**src/rtl/oled_pkg.sv**
```systemverilog
`default_nettype none
// ============================================================================
// Module      : oled_pkg
// Description : Shared definitions for the OLED framebuffer scanner: scanner
//               state encoding, SSD1306/SH1106 addressing command bytes and
//               default display geometry.
// Revision    : 1.0 - initial release
// ============================================================================
package oled_pkg;

    // Default geometry of a 128x64 panel: 8 pages of 8 pixel rows each.
    localparam int OLED_PAGES = 8;
    localparam int OLED_COLS  = 128;

    // Addressing command bases; the low nibble carries the page / column.
    localparam logic [7:0] OLED_CMD_PAGE   = 8'hB0;
    localparam logic [7:0] OLED_CMD_COL_LO = 8'h00;
    localparam logic [7:0] OLED_CMD_COL_HI = 8'h10;

    // Scanner states, explicit 3-bit encoding.
    typedef enum logic [2:0] {
        ST_IDLE   = 3'd0,
        ST_CMD_PG = 3'd1,
        ST_CMD_LO = 3'd2,
        ST_CMD_HI = 3'd3,
        ST_RD     = 3'd4,
        ST_LATCH  = 3'd5,
        ST_DATA   = 3'd6,
        ST_FIN    = 3'd7
    } oled_state_e;

    // Page-address command for a given page number.
    function automatic logic [7:0] oled_page_cmd(input logic [7:0] page);
        return OLED_CMD_PAGE | page;
    endfunction

endpackage : oled_pkg
`default_nettype wire

```
**src/rtl/oled_fb_scanner.sv**
```systemverilog
`default_nettype none
// ============================================================================
// Module      : oled_fb_scanner
// Description : Walks the OLED framebuffer RAM page by page and streams it to
//               the SPI byte transmitter. Each page is preceded by a page
//               address command and the two column address commands; then
//               COLS display-data bytes follow. One frame per start pulse.
// Ports       : clk, rst      - clock, asynchronous active-high reset
//               start          - one-cycle pulse, frame request (ignored if busy)
//               busy / done    - frame in progress / one-cycle end-of-frame
//               rd_addr/rd_data- RAM read port, one-cycle synchronous read
//               tx_data/tx_dc  - byte and command(0)/data(1) flag
//               tx_valid/ready - valid/ready handshake to the serializer
// Revision    : 1.0 - initial release
// ============================================================================
module oled_fb_scanner
    import oled_pkg::*;
#(
    parameter int PAGES      = OLED_PAGES,
    parameter int COLS       = OLED_COLS,
    parameter int ADDR_W     = 10,      // 2**ADDR_W must cover PAGES*COLS
    parameter int COL_OFFSET = 0        // first visible column (2 on SH1106)
) (
    input  logic              clk,
    input  logic              rst,
    input  logic              start,
    output logic              busy,
    output logic              done,
    output logic [ADDR_W-1:0] rd_addr,
    input  logic [7:0]        rd_data,
    output logic [7:0]        tx_data,
    output logic              tx_dc,
    output logic              tx_valid,
    input  logic              tx_ready
);

    localparam int         c_pg_w   = (PAGES > 1) ? $clog2(PAGES) : 1;
    localparam int         c_col_w  = (COLS > 1)  ? $clog2(COLS)  : 1;
    localparam logic [7:0] c_off    = 8'(COL_OFFSET);
    localparam logic [7:0] c_col_lo = OLED_CMD_COL_LO | {4'h0, c_off[3:0]};
    localparam logic [7:0] c_col_hi = OLED_CMD_COL_HI | {4'h0, c_off[7:4]};

    oled_state_e          r_state;
    logic [c_pg_w-1:0]    r_page;
    logic [c_col_w-1:0]   r_col;

    logic                 w_xfer;
    logic                 w_last_col;
    logic                 w_last_pg;
    logic [ADDR_W-1:0]    w_page_base;

    assign w_xfer      = tx_valid && tx_ready;
    assign w_last_col  = (r_col  == c_col_w'(COLS - 1));
    assign w_last_pg   = (r_page == c_pg_w'(PAGES - 1));
    assign w_page_base = ADDR_W'(r_page) * ADDR_W'(COLS);

    always_ff @(posedge clk or posedge rst) begin
        if (rst) begin
            r_state  <= ST_IDLE;
            r_page   <= '0;
            r_col    <= '0;
            busy     <= 1'b0;
            done     <= 1'b0;
            rd_addr  <= '0;
            tx_data  <= 8'h00;
            tx_dc    <= 1'b0;
            tx_valid <= 1'b0;
        end else begin
            done <= 1'b0;
            case (r_state)
                ST_IDLE: begin
                    if (start) begin
                        r_page   <= '0;
                        r_col    <= '0;
                        busy     <= 1'b1;
                        tx_data  <= oled_page_cmd(8'd0);
                        tx_dc    <= 1'b0;
                        tx_valid <= 1'b1;
                        r_state  <= ST_CMD_PG;
                    end
                end

                ST_CMD_PG: begin
                    if (w_xfer) begin
                        tx_data <= c_col_lo;
                        r_state <= ST_CMD_LO;
                    end
                end

                ST_CMD_LO: begin
                    if (w_xfer) begin
                        tx_data <= c_col_hi;
                        r_state <= ST_CMD_HI;
                    end
                end

                ST_CMD_HI: begin
                    if (w_xfer) begin
                        // Address goes out on the same edge that enters RD so
                        // the RAM sees a stable address for the whole RD cycle.
                        tx_valid <= 1'b0;
                        r_col    <= '0;
                        rd_addr  <= w_page_base;
                        r_state  <= ST_RD;
                    end
                end

                ST_RD: begin
                    // RAM registers rd_addr at the end of this cycle.
                    r_state <= ST_LATCH;
                end

                ST_LATCH: begin
                    // Read data is only valid now, one cycle after the address.
                    tx_data  <= rd_data;
                    tx_dc    <= 1'b1;
                    tx_valid <= 1'b1;
                    r_state  <= ST_DATA;
                end

                ST_DATA: begin
                    if (w_xfer) begin
                        tx_valid <= 1'b0;
                        if (!w_last_col) begin
                            // Columns of a page are contiguous in RAM.
                            r_col   <= r_col + c_col_w'(1);
                            rd_addr <= rd_addr + ADDR_W'(1);
                            r_state <= ST_RD;
                        end else if (!w_last_pg) begin
                            r_page   <= r_page + c_pg_w'(1);
                            r_col    <= '0;
                            tx_data  <= oled_page_cmd(8'(r_page) + 8'd1);
                            tx_dc    <= 1'b0;
                            tx_valid <= 1'b1;
                            r_state  <= ST_CMD_PG;
                        end else begin
                            done    <= 1'b1;
                            r_state <= ST_FIN;
                        end
                    end
                end

                ST_FIN: begin
                    busy    <= 1'b0;
                    r_state <= ST_IDLE;
                end

                default: begin
                    r_state <= ST_IDLE;
                end
            endcase
        end
    end

endmodule : oled_fb_scanner
`default_nettype wire

```
**config.mk**
```make
export PLATFORM = sky130hd
export DESIGN_NAME = oled_fb_scanner
export DESIGN_NICKNAME = d
export VERILOG_FILES = /design/src/rtl/oled_pkg.sv /design/src/rtl/oled_fb_scanner.sv
export SDC_FILE = /design/constraint.sdc
export NUM_CORES = 1
export LEC_CHECK = 0
export CORE_MARGIN = 2
export CORE_UTILIZATION = 53
export CTS_CLUSTER_DIAMETER = 100
export DETAILED_ROUTE_END_ITERATION = 8
export GPL_TIMING_DRIVEN = 1
export PLACE_DENSITY = 0.92
export SYNTH_ARGS = -nofsm -noshare
export SYNTH_HDL_FRONTEND = slang
export SYNTH_SLANG_ARGS = --single-unit
```
**constraint.sdc**
```tcl
create_clock -name clk -period 2.6 [get_ports clk]
set_input_delay 0.39 -clock clk [delete_from_list [all_inputs] [get_ports clk]]
set_output_delay 0.39 -clock clk [all_outputs]
set_load 0.005 [all_outputs]
```
; ---- Word level (Yosys, flattened, before mapping)
; Index checks and enable logic that the tools add are counted.
[classes]
addsub = 4
mul = 0
div = 0
order_cmp = 0
n_eq_ne = 18
shift = 0
mux = 46
bitwise_logic = 0
reduce_logical = 17
[op_table]
columns = operator, count
row1 = 8-bit two-way mux, 6
row2 = 8-bit one-hot mux with 5 select lines, 1
row3 = 7-bit two-way mux, 5
row4 = 3-bit two-way mux, 11
row5 = 10-bit two-way mux, 3
row6 = 3-bit one-hot mux with 8 select lines, 1
row7 = 7-bit one-hot mux with 3 select lines, 1
row8 = 10-bit one-hot mux with 2 select lines, 1
row9 = 5-bit AND reduction, 4
row10 = "2-bit != test, second input constant", 8
row11 = "3-bit equality test, second input constant", 5
row12 = 1-bit two-way mux, 13
row13 = "10-bit by 1-bit adder with 10-bit output, second input constant", 1
row14 = 4-bit AND reduction, 2
row15 = "7-bit by 1-bit adder with 7-bit output, second input constant", 1
row16 = "7-bit equality test, second input constant", 1
row17 = 7-bit AND reduction, 1
row18 = "3-bit by 2-bit equality test with 1-bit output, second input constant", 2
row19 = 3-bit one-hot mux with 2 select lines, 1
row20 = 2-bit nonzero test, 3
row21 = 3-bit nonzero test, 2
row22 = 5-bit nonzero test, 1
row23 = "3-bit by 1-bit adder with 4-bit output, second input constant", 1
row24 = 1-bit one-hot mux with 4 select lines, 1
row25 = 9 further kinds, 9
[totals]
ff_bits = 35
latchBits = 0
mem_bits_rw = 0
romBits = 0
input_bits = 12
out_inout_bits = 22
wordCells = 94
n_memories = 0

; ---- Depth between registers and ports, before layout
; Gate-level depths: netlist of run 1.
[depth]
depth_word = 5
depth_mapped = 6
mapped_depth_nobuf = 6

; ---- Worst setup path before layout of run 1
; No wires, ideal clock.
[synth_path]
path_type = register to register
from = register r_page[0]
to = register tx_data[0]
setup_time_ns = 0.127
arrival_ns = 1.776
required_time_ns = 2.473
slack_ns = 0.697
stages_incl_launch_ff = 7
n_path_buf = 0
period_less_slack_ns = 1.903
path_cell_list = dfrtp_1 -> ha_1 -> ha_1 -> nand4b_1 -> nor3_2 -> o211ai_2 -> mux2_1
[synth_between]
elab_chain_cells = 5
word_cells_on_any_way = 8
classes_between = add/sub: 1 / eq/ne: 2 / mux: 4 / reduce/logical: 1
[synth_lines]
columns = element, line
row1 = from (decl), oled_fb_scanner.sv:44  ; logic [c_pg_w-1:0] r_page;
row2 = from (signal assigned), oled_fb_scanner.sv:130  ; r_page <= r_page + c_pg_w'(1);
row3 = 3-bit by 1-bit adder with 4-bit output, oled_fb_scanner.sv:132  ; tx_data <= oled_page_cmd(8'(r_page) + 8'd1);
row4 = 8-bit two-way mux, oled_fb_scanner.sv:129  ; end else if (!w_last_pg) begin
row5 = 8-bit two-way mux, oled_fb_scanner.sv:124  ; if (!w_last_col) begin
row6 = 8-bit two-way mux, oled_fb_scanner.sv:122  ; if (w_xfer) begin
row7 = 8-bit one-hot mux with 5 select lines, oled_fb_scanner.sv:70  ; case (r_state)
row8 = to (signal assigned), oled_fb_scanner.sv:76  ; tx_data <= oled_page_cmd(8'd0);
row9 = to (signal assigned), oled_fb_scanner.sv:85  ; tx_data <= c_col_lo;
row10 = to (signal assigned), oled_fb_scanner.sv:132
row11 = to (decl), oled_fb_scanner.sv:31  ; output logic [7:0] tx_data,
; Several ways; a longest one is shown, not always the timed one. The select of a mux whose other input is x is not followed.
; A chain may end at the register's enable or synchronous reset.

; ---- Worst setup path in the final report of run 1
; Same ends and word-level chain as after synthesis.

==> results of run 1 <==
[final cells by class]
| class | instances | area, µm² | area share [%] |
|---|---|---|---|
| well taps | 48 | 60.06 | 2.405 |
| repair buffers | 37 | 360.3 | 14.43 |
| clock inverters | 3 | 43.79 | 1.754 |
| multi-input cells | 166 | 1066 | 42.69 |
| inverters | 6 | 22.52 | 0.9018 |
| flip-flops and latches | 35 | 875.8 | 35.07 |
| clock buffers | 5 | 68.82 | 2.756 |
[through the flow]
step / worst slack (ns) / power (mW)
after CTS: 0.4313 / 2.222
final: 0.4097 / 2.216
after global placement: 0.4454 / 1.684
after floorplan: 0.6967 / 1.378
after detailed placement: 0.3957 / 1.718
after global routing: 0.2390 / 2.357
[kinds of logic (layout without fill, tap and decap cells)]
group / count (synthesis) / count (layout)
AO/OA/AOI/OAI: 65 / 65
XOR/XNOR: 1 / 1
adder cells (fa/ha/maj): 4 / 4
buffers and inverters: 19 / 51
flip-flops: 35 / 35
multiplexers: 6 / 6
AND/OR/NAND/NOR: 90 / 90
[layer usage]
layer,vias to the layer above,global-route usage [%]
li1,896,-
met1,891,31.30
met2,88,39.65
met3,15,5.111
met4,0,14.58
met5,-,0
[placed cells by master (no fill, tap or decap), types with 3 or more instances in the layout]
master	instances
ha_1	4
nand2_1	28
o21ai_1	7
a2bb2oi_1	6
buf_4	4
nor2_1	7
a31oi_1	5
nor3_1	8
dfrtp_1	35
o31ai_1	5
clkdlybuf4s50_1	33
o211ai_1	5
o2bb2ai_1	3
inv_1	5
a21oi_1	13
o22ai_1	4
a22o_1	3
or4_1	5
mux2_1	6
nand3_1	16
nand4_1	4
clkbuf_8	5
and3_1	4
[state kept, by name (all words and copies together) (netlist names)]
signal,flops
rd_addr,10
tx_data,8
r_col,7
r_page,3
r_state,3
busy,1
done,1
tx_dc,1
tx_valid,1
[where the power goes]
part	leakage (nW)	switching [mW]	total (mW)	internal, mW
logic	0.560	0.378	0.834	0.456
clock network	0.0581	0.210	0.495	0.285
registers	0.456	0.205	0.886	0.681
[worst min-delay path by stage]
stage | start | endpoint | slack (ns)
2_1_floorplan | r_col[0]$_DFFE_PP0P_ | r_col[0]$_DFFE_PP0P_ | 0.48
3_3_place_gp | tx_data[1]$_DFFE_PP0P_ | tx_data[1]$_DFFE_PP0P_ | 0.48
3_5_place_dp | tx_data[1]$_DFFE_PP0P_ | tx_data[1]$_DFFE_PP0P_ | 0.49
4_1_cts | tx_data[1]$_DFFE_PP0P_ | tx_data[1]$_DFFE_PP0P_ | 0.50
5_1_grt | tx_data[6]$_DFFE_PP0P_ | tx_data[6]$_DFFE_PP0P_ | 0.52
6_report | rst | r_page[2]$_DFFE_PP0P_ | 0.50
[tightest hold or removal path: stages]
cell             delay [ns]
clkdlybuf4s50_1        0.40
inv_1                  0.06
buf_4                  0.38
==> out/metrics.cfg, run 1 <==
[status]
status = finished clean

[setup_path]
path_class = reg -> reg
endpoint = tx_data[0]$_DFFE_PP0P_
slowest_stage = dfrtp_1
path_buf_inv = 0
cp-startpoint = r_page[0]$_DFFE_PP0P_
r2r-end = tx_data[0]$_DFFE_PP0P_
rr_startpoint = r_page[0]$_DFFE_PP0P_
cp-end-kind = register
critPathMaxFanout = 8
critPathTopFamily = simple AND/OR/NAND/NOR gates
start_kind = register
rrSetupSlack_ns = 0.41
cp.required_ns = 2.78
r2r_cells = 6
crit_chain = ha_1 -> ha_1 -> nand4b_1 -> nor3_2 -> o211ai_2 -> mux2_1
arrival_ns = 2.37
crit_cells = 6
max_stage_delay_ns = 0.44
crit_top_cell = ha_1

[cells_and_area]
finalNonFillerCells = 300
post-route-cell-area_mm2 = 0.002497
fin_util_pct = 68.22
n_antenna_cell = 0
nNetsFinal = 267
drive_gt1_share_pct = 7.937
n_fill_cell = 283
syn2layout_area_growth_pct = 23.44

[floorplan]
ios = 34
die_x_um = 65.79
die-area_mm2 = 0.004328
initial_core_util_pct = 55.26
die_h_um = 65.79
row_count = 22
core_mm2 = 0.003661

[yosys]
synth_warnings = 0
synth_nets = 236
synth-xor-area-share_pct = 0.8040
ys_ff_latch = 35
syn_area_mm2 = 0.002023
ys_seq_area_share_pct = 43.29
synth-main-ff-cell = dfrtp_1
yosysMostFrequentCell = dfrtp_1
synth_edf_count = 0
synth.top_cells.by_area = dfrtp_1 (43%), nand2_1 (5.2%), nand3_1 (4.0%)
yosys-top-cells-count = dfrtp_1 (35), nand2_1 (28), nand3_1 (16)
syn_area_per_cell_um2 = 9.196
yosysTopAreaCell = dfrtp_1
synth_fa_ha_area_share_pct = 2.474
synth_cells = 220
synth_top_area_share_pct = 43.29
synth_compound_area_share_pct = 22.33
synthArstFlopShare_pct = 100.0
synthDistinctLibCells = 52
muxShareOfSynthArea_pct = 3.340
synth-simple-area-share_pct = 23.75
synth_top_family_by_area = simple AND/OR/NAND/NOR gates

[route]
dr.first_iter.drc_count = 196
wl_per_cell_um = 16.48
drc = 0
met2WireLength_um = 2403
drtPass1Iterations = 4
ant_nets = 0
m1WireLength_um = 2092
vias = 1890
wl_met3_um = 321
vias_per_cell = 6.300
routed_wl_um = 4945
topRoutingLayerUsed = met4

[clock_network]
htree_levels = 2
post_cts_resized = 0
root_buffer = clkbuf_8
post-cts-setup-buffers = 0
clkLatencyLatePin_ns = 0.30
cts_max_path_buffers = 2
clkTransAtPathRegs_ns = 0.08
cts_buffers = 5
cts_tree = yes
hold_buffers = 0
clkSinkCount = 35

[global_route]
overflow = 0
grt_use_total_pct = 24.93
grt_pass1_vias = 1731
antenna_found_initial = 0
grt_pass1_wl_um = 8038
grt_start_max_net_pins = 36

[power]
ir_drop_uv = 485.8
cellLeakagePower_nw = 1.074
power.density_mw_per_mm2 = 887.2

[sta]
slew_viol_final = 0
tns_ns = 0
final-hold-violation-count = 0
max_freq_ghz = 0.4566
rsz0062_at_grt = false
whs_ns = 0.4994
finalCritPeriodShare_pct = 84.24
setup_violations = 0
slew_headroom_pct = 55.93
fin_crit_ns = 2.190
tightest_slew_ns = 0.6611
finClkSkew_ns = 0.008006

[placement]
gp_congestion = 0.9773
dp_cells = 292
dp.final_hpwl_um = 3427
port-buffer-count = 33
placed_cell_area_mm2 = 0.002385

[worst_hold_path]
hp-class = in -> async

[flow_run]
drv_cap = 0

No activity file was read; power rests on OpenSTA's default activity.
==> run 2: changes to the inputs <==
--- a/config.mk
+++ b/config.mk
@@ -6,11 +6,11 @@
 export NUM_CORES = 1
 export LEC_CHECK = 0
 export CORE_MARGIN = 2
-export CORE_UTILIZATION = 53
+export CORE_UTILIZATION = 48
 export CTS_CLUSTER_DIAMETER = 100
 export DETAILED_ROUTE_END_ITERATION = 8
 export GPL_TIMING_DRIVEN = 1
-export PLACE_DENSITY = 0.92
+export PLACE_DENSITY = 0.88
 export SYNTH_ARGS = -nofsm -noshare
 export SYNTH_HDL_FRONTEND = slang
 export SYNTH_SLANG_ARGS = --single-unit
==> constraint.sdc (replaced) <==
create_clock -name clk -period 1.9 [get_ports clk]
set_input_delay 0.285 -clock clk [delete_from_list [all_inputs] [get_ports clk]]
set_output_delay 0.285 -clock clk [all_outputs]
set_load 0.005 [all_outputs]
==> out/metrics.cfg, run 2 (synthesis results as in run 1) <==
[status]
status = finished with violations  ; was finished clean
violations = setup timing

[placement]
gp_congestion = 0.9526  ; was 0.9773
port-buffer-count = 33  ; unchanged
dp_cells = 314  ; was 292
placed_cell_area_mm2 = 0.002544  ; was 0.002385 mm²
dp.final_hpwl_um = 3736  ; was 3427 µm

[clock_network]
cts_tree = yes  ; unchanged
hold_buffers = 0  ; unchanged
cts_max_path_buffers = 2  ; unchanged
cts_buffers = 5  ; unchanged
htree_levels = 2  ; unchanged
clkLatencyLatePin_ns = 0.29  ; was 0.30 ns
clkSinkCount = 35  ; unchanged
root_buffer = clkbuf_8  ; unchanged
clkTransAtPathRegs_ns = 0.07  ; was 0.08 ns

[setup_path]
r2r_cells = 6  ; unchanged
start_kind = register  ; unchanged
path_class = reg -> reg  ; unchanged
cp-end-kind = register  ; unchanged
arrival_ns = 2.10  ; was 2.37 ns
critPathMaxFanout = 8  ; unchanged
cp.required_ns = 2.07  ; was 2.78 ns

[route]
vias = 2008  ; was 1890
ant_nets = 0  ; unchanged
wl_per_cell_um = 16.68  ; was 16.48 µm
drtPass1Iterations = 4  ; unchanged
routed_wl_um = 5389  ; was 4945 µm
dr.first_iter.drc_count = 201  ; was 196
vias_per_cell = 6.217  ; was 6.300
drc = 0  ; unchanged

[floorplan]
ios = 34  ; unchanged
die_x_um = 68.92  ; was 65.79 µm
core_mm2 = 0.004029  ; was 0.003661 mm²
row_count = 23  ; was 22
initial_core_util_pct = 50.22  ; was 55.26%
die_h_um = 68.92  ; was 65.79 µm
die-area_mm2 = 0.004750  ; was 0.004328 mm²

[global_route]
grt_use_total_pct = 23.90  ; was 24.93%
grt_start_max_net_pins = 36  ; unchanged
grt_pass1_vias = 1827  ; was 1731
overflow = 0  ; unchanged
grt_pass1_wl_um = 8376  ; was 8038 µm
antenna_found_initial = 0  ; unchanged

[cells_and_area]
nNetsFinal = 289  ; was 267
finalNonFillerCells = 323  ; was 300
final_cell_mix = dfrtp_1 (34), clkdlybuf4s50_1 (33), nand2_1 (28)  ; was dfrtp_1 (35), clkdlybuf4s50_1 (33), nand2_1 (28)
largest_register = rd_addr  ; unchanged
register_area_um2 = 877.1  ; was 875.8 µm²
n_fill_cell = 312  ; was 283
drive_gt1_share_pct = 18.68  ; was 7.937%
multi_input_area_mm2 = 0.001129  ; was 0.001066 mm²
final_common_cell = dfrtp_1  ; unchanged
largest_reg_flops = 10  ; unchanged
n_antenna_cell = 0  ; unchanged
reg_top3 = rd_addr: 10 flops, tx_data: 8 flops, r_col: 7 flops  ; unchanged
post-route-cell-area_mm2 = 0.002704  ; was 0.002497 mm²
syn2layout_area_growth_pct = 33.64  ; was 23.44%

[power]
cellLeakagePower_nw = 1.191  ; was 1.074 nW
power.density_mw_per_mm2 = 1171  ; was 887.2 mW/mm²
ir_drop_uv = 565.3  ; was 485.8 µV
power_mw = 3.168  ; was 2.216 mW

[sta]
final-hold-violation-count = 0  ; unchanged
tns_ns = -0.1517  ; was 0 ns
rsz0062_at_grt = true  ; was false
max_freq_ghz = 0.5184  ; was 0.4566 GHz
tightest_slew_ns = 0.4630  ; was 0.6611 ns
fin_crit_ns = 1.929  ; was 2.190 ns
slew_viol_final = 0  ; unchanged
finClkSkew_ns = 0.003917  ; was 0.008006 ns
setup_violations = 6  ; was 0
whs_ns = 0.3866  ; was 0.4994 ns
finalCritPeriodShare_pct = 101.5  ; was 84.24%
slew_headroom_pct = 69.14  ; was 55.93%
setup_slack_ns = -0.02905  ; was 0.4097 ns

[worst_hold_path]
hp-class = in -> async  ; unchanged

[flow_run]
drv_cap = 0  ; unchanged

-- run 2: cell count changes in the layout (fill, tap and decap cells not counted), sizes merged --
cell    delta
clkbuf     +1
clkinv     -1
buf       +22
bufinv     -1
-- run 2: final cells by class --
cell class	instances	area share [%]
multi-input cells	166	41.74
flip-flops and latches	35	32.44
repair buffers	59	19.44
clock buffers	6	3.054
well taps	50	2.314
inverters	6	0.8329
clock inverters	1	0.1851
-- run 2: worst max-delay path: stages (launching register included) --
cell and delay (ns):
dfrtp_1 0.40, ha_2 0.20, ha_4 0.16, nand4b_1 0.25
nor3_4 0.28, o211ai_4 0.18, mux2_4 0.35
-- run 2: repair_timing --
item,CTS,global route
gates resized for setup,1,12
pin swaps,0,9
buffers inserted,0,3
gates cloned,0,0
setup endpoints to repair,6,13
-- run 2: layer usage --
metal | share of wire [%] | GRT usage, % | wire length, µm | up-vias
met5 | 0 | 0 | 0 | -
met4 | 2.5 | 10.78 | 136 | 0
met3 | 6.0 | 6.331 | 324 | 19
met1 | 41 | 29.59 | 2183 | 968
met2 | 51 | 38.94 | 2745 | 80
li1 | - | - | - | 941
-- run 2: path summary, 6_finish.rpt --
| kind | start | to | slack, ns |
|---|---|---|---|
| max | r_page[1]$_DFFE_PP0P_ | tx_data[0]$_DFFE_PP0P_ | -0.03 |
| min in group clk | busy$_DFFE_PP0P_ | busy$_DFFE_PP0P_ | 0.52 |
| min | rst | tx_data[1]$_DFFE_PP0P_ | 0.39 |
| max reg2reg | r_page[1]$_DFFE_PP0P_ | tx_data[0]$_DFFE_PP0P_ | -0.03 |
| max in group asynchronous | rst | r_state[1]$_DFFE_PP0P_ | 1.17 |
| min reg2reg | busy$_DFFE_PP0P_ | busy$_DFFE_PP0P_ | 0.52 |
-- run 2: through the flow --
step | utilization [%] | worst slack [ns]
3_5_place_dp | 63.14 | -0.07979
5_1_grt | 67.11 | -0.1162
2_1_floorplan | - | 0.01214
3_3_place_gp | 63.14 | -0.04758
4_1_cts | 65.53 | 0.007733
6_report | 67.11 | -0.02905
-- run 2: report_power, final --
group          switching, mW  total (mW)  internal [mW]
sequential             0.253        1.19          0.936
clock                  0.264       0.548          0.284
combinational          0.613        1.43          0.817
